## config.mk

```make
export PLATFORM = sky130hd
export DESIGN_NAME = spi_slave
export DESIGN_NICKNAME = d
export VERILOG_FILES = /design/src/rtl/spi_pkg.sv /design/src/rtl/spi_slave.sv
export SDC_FILE = /design/constraint.sdc
export NUM_CORES = 1
export LEC_CHECK = 0
export ABC_CLOCK_PERIOD_IN_PS = 2180
export CORE_MARGIN = 2
export CORE_UTILIZATION = 35
export CTS_CLUSTER_DIAMETER = 40
export DETAILED_ROUTE_END_ITERATION = 8
export GPL_TIMING_DRIVEN = 1
export PLACE_DENSITY_LB_ADDON = 0.1
export SLEW_MARGIN = 20
export SYNTH_ARGS = -nofsm -noshare
export SYNTH_HDL_FRONTEND = slang
export SYNTH_SLANG_ARGS = --single-unit
```

## constraint.sdc

```tcl
create_clock -name clk -period 2.18 [get_ports clk]
set_input_delay 0.654 -clock clk [delete_from_list [all_inputs] [get_ports clk]]
set_output_delay 0.654 -clock clk [all_outputs]
set_load 0.05 [all_outputs]
```

## src/rtl/spi_pkg.sv

```systemverilog
// Shared types and constants for the SPI slave front end of the single-port RAM.
package spi_pkg;

  localparam int unsigned DATA_W  = 8;
  localparam int unsigned FRAME_W = DATA_W + 2;

  // Frame command field, rx_data[FRAME_W-1 -: 2]
  localparam logic [1:0] CMD_WR_ADDR = 2'b00;
  localparam logic [1:0] CMD_WR_DATA = 2'b01;
  localparam logic [1:0] CMD_RD_ADDR = 2'b10;
  localparam logic [1:0] CMD_RD_DATA = 2'b11;

  typedef enum logic [2:0] {
    StIdle,
    StChkCmd,
    StWrite,
    StReadAdd,
    StReadData
  } spi_state_t;

endpackage

```

## src/rtl/spi_slave.sv

```systemverilog
// SPI slave: deserialises command+payload frames into rx_data with a one-cycle
// rx_valid strobe, and serialises the RAM's read byte onto MISO for read-data frames.
module spi_slave
  import spi_pkg::*;
#(
  parameter int unsigned DATA_WIDTH = DATA_W
) (
  input  logic                  clk,
  input  logic                  rst_n,
  input  logic                  SS_n,
  input  logic                  MOSI,
  output logic                  MISO,
  output logic [DATA_WIDTH+1:0] rx_data,
  output logic                  rx_valid,
  input  logic [DATA_WIDTH-1:0] tx_data,
  input  logic                  tx_valid
);

  localparam int unsigned FrameW = DATA_WIDTH + 2;
  localparam int unsigned CntW   = 4;

  // Counter encoding: 0..RxLast counts payload bits after the command bit,
  // RxDone means frame received, TxEnd means the read byte has been fully shifted.
  // While tx_phase_q is set the counter instead counts MISO bits already presented.
  localparam logic [CntW-1:0] RxLast = CntW'(DATA_WIDTH);
  localparam logic [CntW-1:0] RxDone = CntW'(DATA_WIDTH + 1);
  localparam logic [CntW-1:0] TxBits = CntW'(DATA_WIDTH);
  localparam logic [CntW-1:0] TxEnd  = {CntW{1'b1}};

  spi_state_t             state_q, state_d;
  logic [CntW-1:0]        cnt_q, cnt_d;
  logic [FrameW-2:0]      rx_sr_q, rx_sr_d;
  logic [DATA_WIDTH-1:0]  tx_sr_q, tx_sr_d;
  logic [FrameW-1:0]      rx_data_q, rx_data_d;
  logic                   rx_valid_q, rx_valid_d;
  logic                   miso_q, miso_d;
  logic                   rd_addr_received_q, rd_addr_received_d;
  logic                   tx_phase_q, tx_phase_d;
  logic                   rx_active;

  assign rx_active = !tx_phase_q && (cnt_q <= RxLast);

  // Next-state and datapath updates for the frame FSM
  always_comb begin
    state_d            = state_q;
    cnt_d              = cnt_q;
    rx_sr_d            = rx_sr_q;
    tx_sr_d            = tx_sr_q;
    rx_data_d          = rx_data_q;
    rx_valid_d         = 1'b0;
    miso_d             = miso_q;
    rd_addr_received_d = rd_addr_received_q;
    tx_phase_d         = tx_phase_q;

    if (state_q != StIdle && SS_n) begin
      // Frame aborted or finished by the master; partial frames never strobe.
      state_d    = StIdle;
      cnt_d      = '0;
      tx_phase_d = 1'b0;
      miso_d     = 1'b0;
    end else begin
      unique case (state_q)
        StIdle: begin
          if (!SS_n) begin
            state_d = StChkCmd;
            cnt_d   = '0;
          end
        end

        StChkCmd: begin
          rx_sr_d = {rx_sr_q[FrameW-3:0], MOSI};
          if (!MOSI) begin
            state_d = StWrite;
          end else if (rd_addr_received_q) begin
            state_d = StReadData;
          end else begin
            state_d = StReadAdd;
          end
        end

        StWrite, StReadAdd, StReadData: begin
          if (rx_active) begin
            rx_sr_d = {rx_sr_q[FrameW-3:0], MOSI};
            if (cnt_q == RxLast) begin
              rx_data_d  = {rx_sr_q, MOSI};
              rx_valid_d = 1'b1;
              cnt_d      = RxDone;
              if (state_q == StReadAdd) begin
                rd_addr_received_d = 1'b1;
              end
            end else begin
              cnt_d = cnt_q + 1'b1;
            end
          end else if (state_q == StReadData) begin
            if (tx_phase_q) begin
              if (cnt_q == TxBits) begin
                miso_d             = 1'b0;
                tx_phase_d         = 1'b0;
                cnt_d              = TxEnd;
                rd_addr_received_d = 1'b0;
              end else begin
                miso_d  = tx_sr_q[DATA_WIDTH-1];
                tx_sr_d = {tx_sr_q[DATA_WIDTH-2:0], 1'b0};
                cnt_d   = cnt_q + 1'b1;
              end
            end else if (cnt_q == RxDone && !rx_valid_q && tx_valid) begin
              // First tx_valid after the strobe; later assertions are ignored
              // because the counter leaves RxDone for good.
              tx_phase_d = 1'b1;
              miso_d     = tx_data[DATA_WIDTH-1];
              tx_sr_d    = {tx_data[DATA_WIDTH-2:0], 1'b0};
              cnt_d      = CntW'(1);
            end
          end
        end

        default: state_d = StIdle;
      endcase
    end
  end

  // State and datapath registers with asynchronous active-low reset
  always_ff @(posedge clk or negedge rst_n) begin
    if (!rst_n) begin
      state_q            <= StIdle;
      cnt_q              <= '0;
      rx_sr_q            <= '0;
      tx_sr_q            <= '0;
      rx_data_q          <= '0;
      rx_valid_q         <= 1'b0;
      miso_q             <= 1'b0;
      rd_addr_received_q <= 1'b0;
      tx_phase_q         <= 1'b0;
    end else begin
      state_q            <= state_d;
      cnt_q              <= cnt_d;
      rx_sr_q            <= rx_sr_d;
      tx_sr_q            <= tx_sr_d;
      rx_data_q          <= rx_data_d;
      rx_valid_q         <= rx_valid_d;
      miso_q             <= miso_d;
      rd_addr_received_q <= rd_addr_received_d;
      tx_phase_q         <= tx_phase_d;
    end
  end

  assign MISO     = miso_q;
  assign rx_data  = rx_data_q;
  assign rx_valid = rx_valid_q;

endmodule
```

After elaboration in Yosys (flattened, before gate mapping)

Index checks and enable logic that the tools add are counted.

Register bits: 38
Latch bits: 0
Memory bits (writable): 0
ROM bits: 0
Input bits: 13
Output and inout bits: 12
Memories: 0

$add $sub $neg: 1
Multiply operators: 0
Divide/modulo/power cells: 0
Order comparisons: 1
Equal/unequal tests: 14
Shifts and indexed selects: 0
Mux-type cells: 43
Bitwise logic cells: 2
Reductions and logical operators: 25

Operators with widths:

| operator                                              | number |
|---|---|
| 2-to-1 mux 4 bit                                      | 8 |
| 2-to-1 mux 1 bit                                      | 24 |
| 2-to-1 mux 8 bit                                      | 3 |
| case mux 9 bit (2 select lines)                       | 1 |
| 2-to-1 mux 3 bit                                      | 4 |
| AND reduction 4 bit                                   | 3 |
| AND reduction 6 bit                                   | 2 |
| nonzero test 2 bit                                    | 6 |
| 2-to-1 mux 9 bit                                      | 1 |
| case mux 3 bit (3 select lines)                       | 1 |
| nonzero test 3 bit                                    | 3 |
| == test 4 bit, second input constant                  | 2 |
| case mux 4 bit (2 select lines)                       | 1 |
| == test 3 x 2 -> 1 bit, second input constant         | 2 |
| inequality test 2 bit, second input constant          | 3 |
| AND reduction 3 bit                                   | 2 |
| inequality test 5 bit, second input constant          | 1 |
| adder 4 x 1 -> 4 bit, second input constant           | 1 |
| <= comparator 4 bit, second input constant            | 1 |
| logical AND 1 bit                                     | 4 |
| inequality test 2 x 1 -> 1 bit, second input constant | 2 |
| inequality test 4 bit, second input constant          | 1 |
| == test 3 x 1 -> 1 bit, second input constant         | 1 |
| == test 3 bit, second input constant                  | 1 |
| 6 further kinds                                       | 8 |

Depth between registers and ports, before layout

Depth in word-level cells: 9
Gate-level depth with buffers: 8
Depth with buffers taken out: 7

Worst setup path after synthesis

Ideal clock, no wire load.

Path type: in2reg
Start point: in SS_n
End point: reg rx_data_q[0], in the netlist rx_data[0]
Library setup time: 0.128 ns
Arrival: 1.778 ns
Data required time: 2.052 ns
Path slack: 0.275 ns
Cell stages on the path: 5
Cells stage by stage: clkbuf_1 -> o21bai_2 -> nor3_2 -> buf_4 -> mux2_1

Longest elaborated chain between the ends: 3

RTL lines:

| element                              | line             | text |
|---|---|---|
| start: declaration                   | spi_slave.sv:10  | `input logic SS_n,` |
| logical AND 1 bit                    | spi_slave.sv:55  | `if (state_q != StIdle && SS_n) begin` |
| inverter 1 bit (no source line)      | n/a              |  |
| AND reduction 4 bit (no source line) | n/a              |  |
| end signal: assignment               | spi_slave.sv:139 | `rx_data_q <= rx_data_d;` |
| end: declaration                     | spi_slave.sv:34  | `logic [FrameW-1:0] rx_data_q, rx_data_d;` |

Every way passes these cells.
A chain may end at the register's enable or synchronous reset.

Worst setup path after layout

Start point: reg rx_data_q[1], in the netlist rx_data[1]
End point: out rx_data[1]

RTL lines:

| element          | line            | text |
|---|---|---|
| end: declaration | spi_slave.sv:13 | `output logic [DATA_WIDTH+1:0] rx_data,` |

No word-level cell between the ends.

==> flow_summary.toml <==
[clock_network]
clkTransAtPathRegs_ns = 0.08
cts_tree = "done"
cts_made_buffers = 5
cts-root-buf = "clkbuf_8"
clock_path_buffers = 2
clock-sinks = 37
cts_post_setup_buffers_inserted = 0
cts_max_level = 2
clk_latency_ns = 0.28

[synth]
yosysWarnings = 0
ys_ff_latch = 37
synth_nets = 171
syn_area_per_cell_um2 = 11.81
synth-edff-count = 0
synthDistinctLibCells = 35
synth_area_um2 = 1831
synth_ff_type = "dfrtp_1"
async_flop_share_pct = 100.0
seq_area_frac_synth_pct = 50.58
synthCells = 155

[worst_setup_path]
start_kind = "flop"
end_kind = "output port"
critical-path-top-delay-family = "buffers and inverters"
cp_data_arrival_time_ns = 1.45
cp_data_required_time_ns = 1.53
path_cells = "clkdlybuf4s50_1"
max_stage_delay_ns = 0.81
crit_slowest_cell = "clkdlybuf4s50_1"
worstSetupPathType = "flop to output port"
path_buf_inv = 1
path_max_fanout = 2

[floorplan]
start_util_pct = 36.07
core_um2 = 5075
ioPinCount = 25
die_y_um = 76.32
fp.dieW_um = 76.32
std_cell_rows = 26
dieArea_um2 = 5825

[final_layout]
nNetsFinal = 205
area_growth_pct = 24.33
layoutNonFillerInstCount = 260
antennaDiodeCount = 0
final_core_util_pct = 44.85
layout-drive-gt1-share_pct = 26.32

[sta]
drv_slew = 0
hold_viol_final = 0
holdWs_ns = 0.4071
period_share_pct = 96.42
tightest_slew_ns = 0.5088
period_needed_ns = 2.102
maxSlewHeadroom_pct = 65.98
clock_skew_ns = 0.007183
fmax_mhz = 475.7
rsz0062_at_grt = "no"
setup_violations = 0
setup_slack_ns = 0.07804

[global_route]
grt.overflow.total = 0
grt_pass1_wl_mm = 6.258
grt_pass1_vias = 1295
antenna_found_initial = 0
grt_max_degree = 38
grt_usage_pct = 13.34

[routing]
drtIter0Drc = 38
vias = 1280
detail-route-antenna-nets = 0
finalWirelength_mm = 3.544
firstDrtPassIters = 4
drc = 0
via_per_inst = 4.923
wire_per_inst_um = 13.63

[placement]
numPortBuffers = 24
hpwl_mm = 2.543
pre_cts_ws_ns = -0.2989
dpl.cell_count = 252
gp_congestion = 0.8423

[pwr]
p_leak_uw = 0.001076
vdd_ir_drop_max_mv = 0.3303
power.density_nw_per_um2 = 659.8
finalPower_uw = 1502

[run_status]
status = "complete, no violations"

[hold_path]
worstHoldPathType = "input pin to asynchronous set/reset pin"

[run]
maxCapViolCount = 0
layout make-up:
| type | count | area (µm²) |
|---|---|---|
| fillers | 502 | 2799 |
| flip-flops and latches | 37 | 925.9 |
| multi-input cells | 105 | 844.6 |
| repair buffers | 35 | 316.6 |
| well taps | 70 | 87.58 |
| clock buffers | 6 | 72.57 |
| inverters | 5 | 18.77 |
| clock inverters | 2 | 10.01 |
state kept, by name, indices dropped and copies added, names as in the netlist:
signal,count
MISO,1
cnt_q,4
rd_addr_received_q,1
rx_data,10
rx_sr_q,9
rx_valid,1
state_q,3
tx_phase_q,1
tx_sr_q,7
kinds of logic after synthesis:
| family | after synthesis | synth area share (%) |
|---|---|---|
| flops | 37 | 50.58 |
| mux | 35 | 21.53 |
| buf+inv | 13 | 3.281 |
| simple gates | 31 | 9.433 |
| compound gates | 36 | 13.12 |
| fa+ha+maj | 3 | 2.051 |
power by group:
part | internal [µW] | switching [µW] | leakage (µW)
combinational | 127 | 88.3 | 0.000535
sequential | 772 | 64.4 | 0.000496
clock | 221 | 228 | 0.0000450
synthesized netlist by cell type (2+ instances only):
| master | number | area [µm²] |
|---|---|---|
| dfrtp_1 | 37 | 925.9 |
| mux2_2 | 20 | 225.2 |
| mux2_1 | 15 | 168.9 |
| a21oi_1 | 8 | 40.04 |
| nor2_1 | 8 | 30.03 |
| o21ai_0 | 6 | 30.03 |
| a21o_1 | 5 | 37.54 |
| inv_1 | 5 | 18.77 |
| nand2_1 | 5 | 18.77 |
| nor2b_1 | 5 | 31.28 |
| a211oi_1 | 3 | 22.52 |
| buf_2 | 3 | 15.01 |
| clkbuf_1 | 3 | 11.26 |
| ha_1 | 3 | 37.54 |
| nand2b_1 | 3 | 18.77 |
| o21ai_1 | 3 | 15.01 |
| a31oi_1 | 2 | 12.51 |
| buf_4 | 2 | 15.01 |
| nand3_1 | 2 | 10.01 |
| nor3_1 | 2 | 10.01 |
cells in the final DEF (no fill, tap or decap), types with 6 or more instances in the layout:
cell type / instances
a21oi_1: 8
buf_4: 15
clkdlybuf4s50_1: 17
dfrtp_1: 37
mux2_1: 15
mux2_2: 20
nor2_1: 8
o21ai_0: 6
metrics by stage:
step / cell area (µm²) / TNS [ns]
after global placement: 2195 / -3.638
after floorplan: 1831 / 0
after detailed placement: 2195 / -4.018
after CTS: 2276 / 0
after global routing: 2276 / 0
final: 2276 / 0
final timing paths:
kind / from / to / slack (ns) / cells after the start
max in group asynchronous: rst_n / cnt_q[1]$_DFFE_PN0P_ / 1.43 / 2
setup reg to reg: cnt_q[0]$_DFFE_PN0P_ / tx_sr_q[5]$_DFFE_PN0P_ / 0.22 / 7
hold / removal: rst_n / MISO$_DFFE_PN0P_ / 0.41 / 2
min in group clk: rx_data[8]$_DFFE_PN0P_ / rx_data[8]$_DFFE_PN0P_ / 0.48 / 1
hold reg to reg: rx_data[8]$_DFFE_PN0P_ / rx_data[8]$_DFFE_PN0P_ / 0.48 / 1
setup / recovery: rx_data[1]$_DFFE_PN0P_ / rx_data[1] / 0.08 / 1
per-layer routing:
| metal | track usage, % | part of all wire, % | vias up |
|---|---|---|---|
| met5 | 0 | 0 | - |
| met4 | 4.364 | 0.65 | 0 |
| met3 | 4.028 | 5.4 | 2 |
| met2 | 20.35 | 48 | 34 |
| met1 | 18.16 | 46 | 620 |
| li1 | - | - | 624 |
timing repair:
action,CTS,global route
resized for setup,1,0
hold buffers,0,0
endpoints found under the setup margin,1,0
No activity file was read; power rests on OpenSTA's default activity.
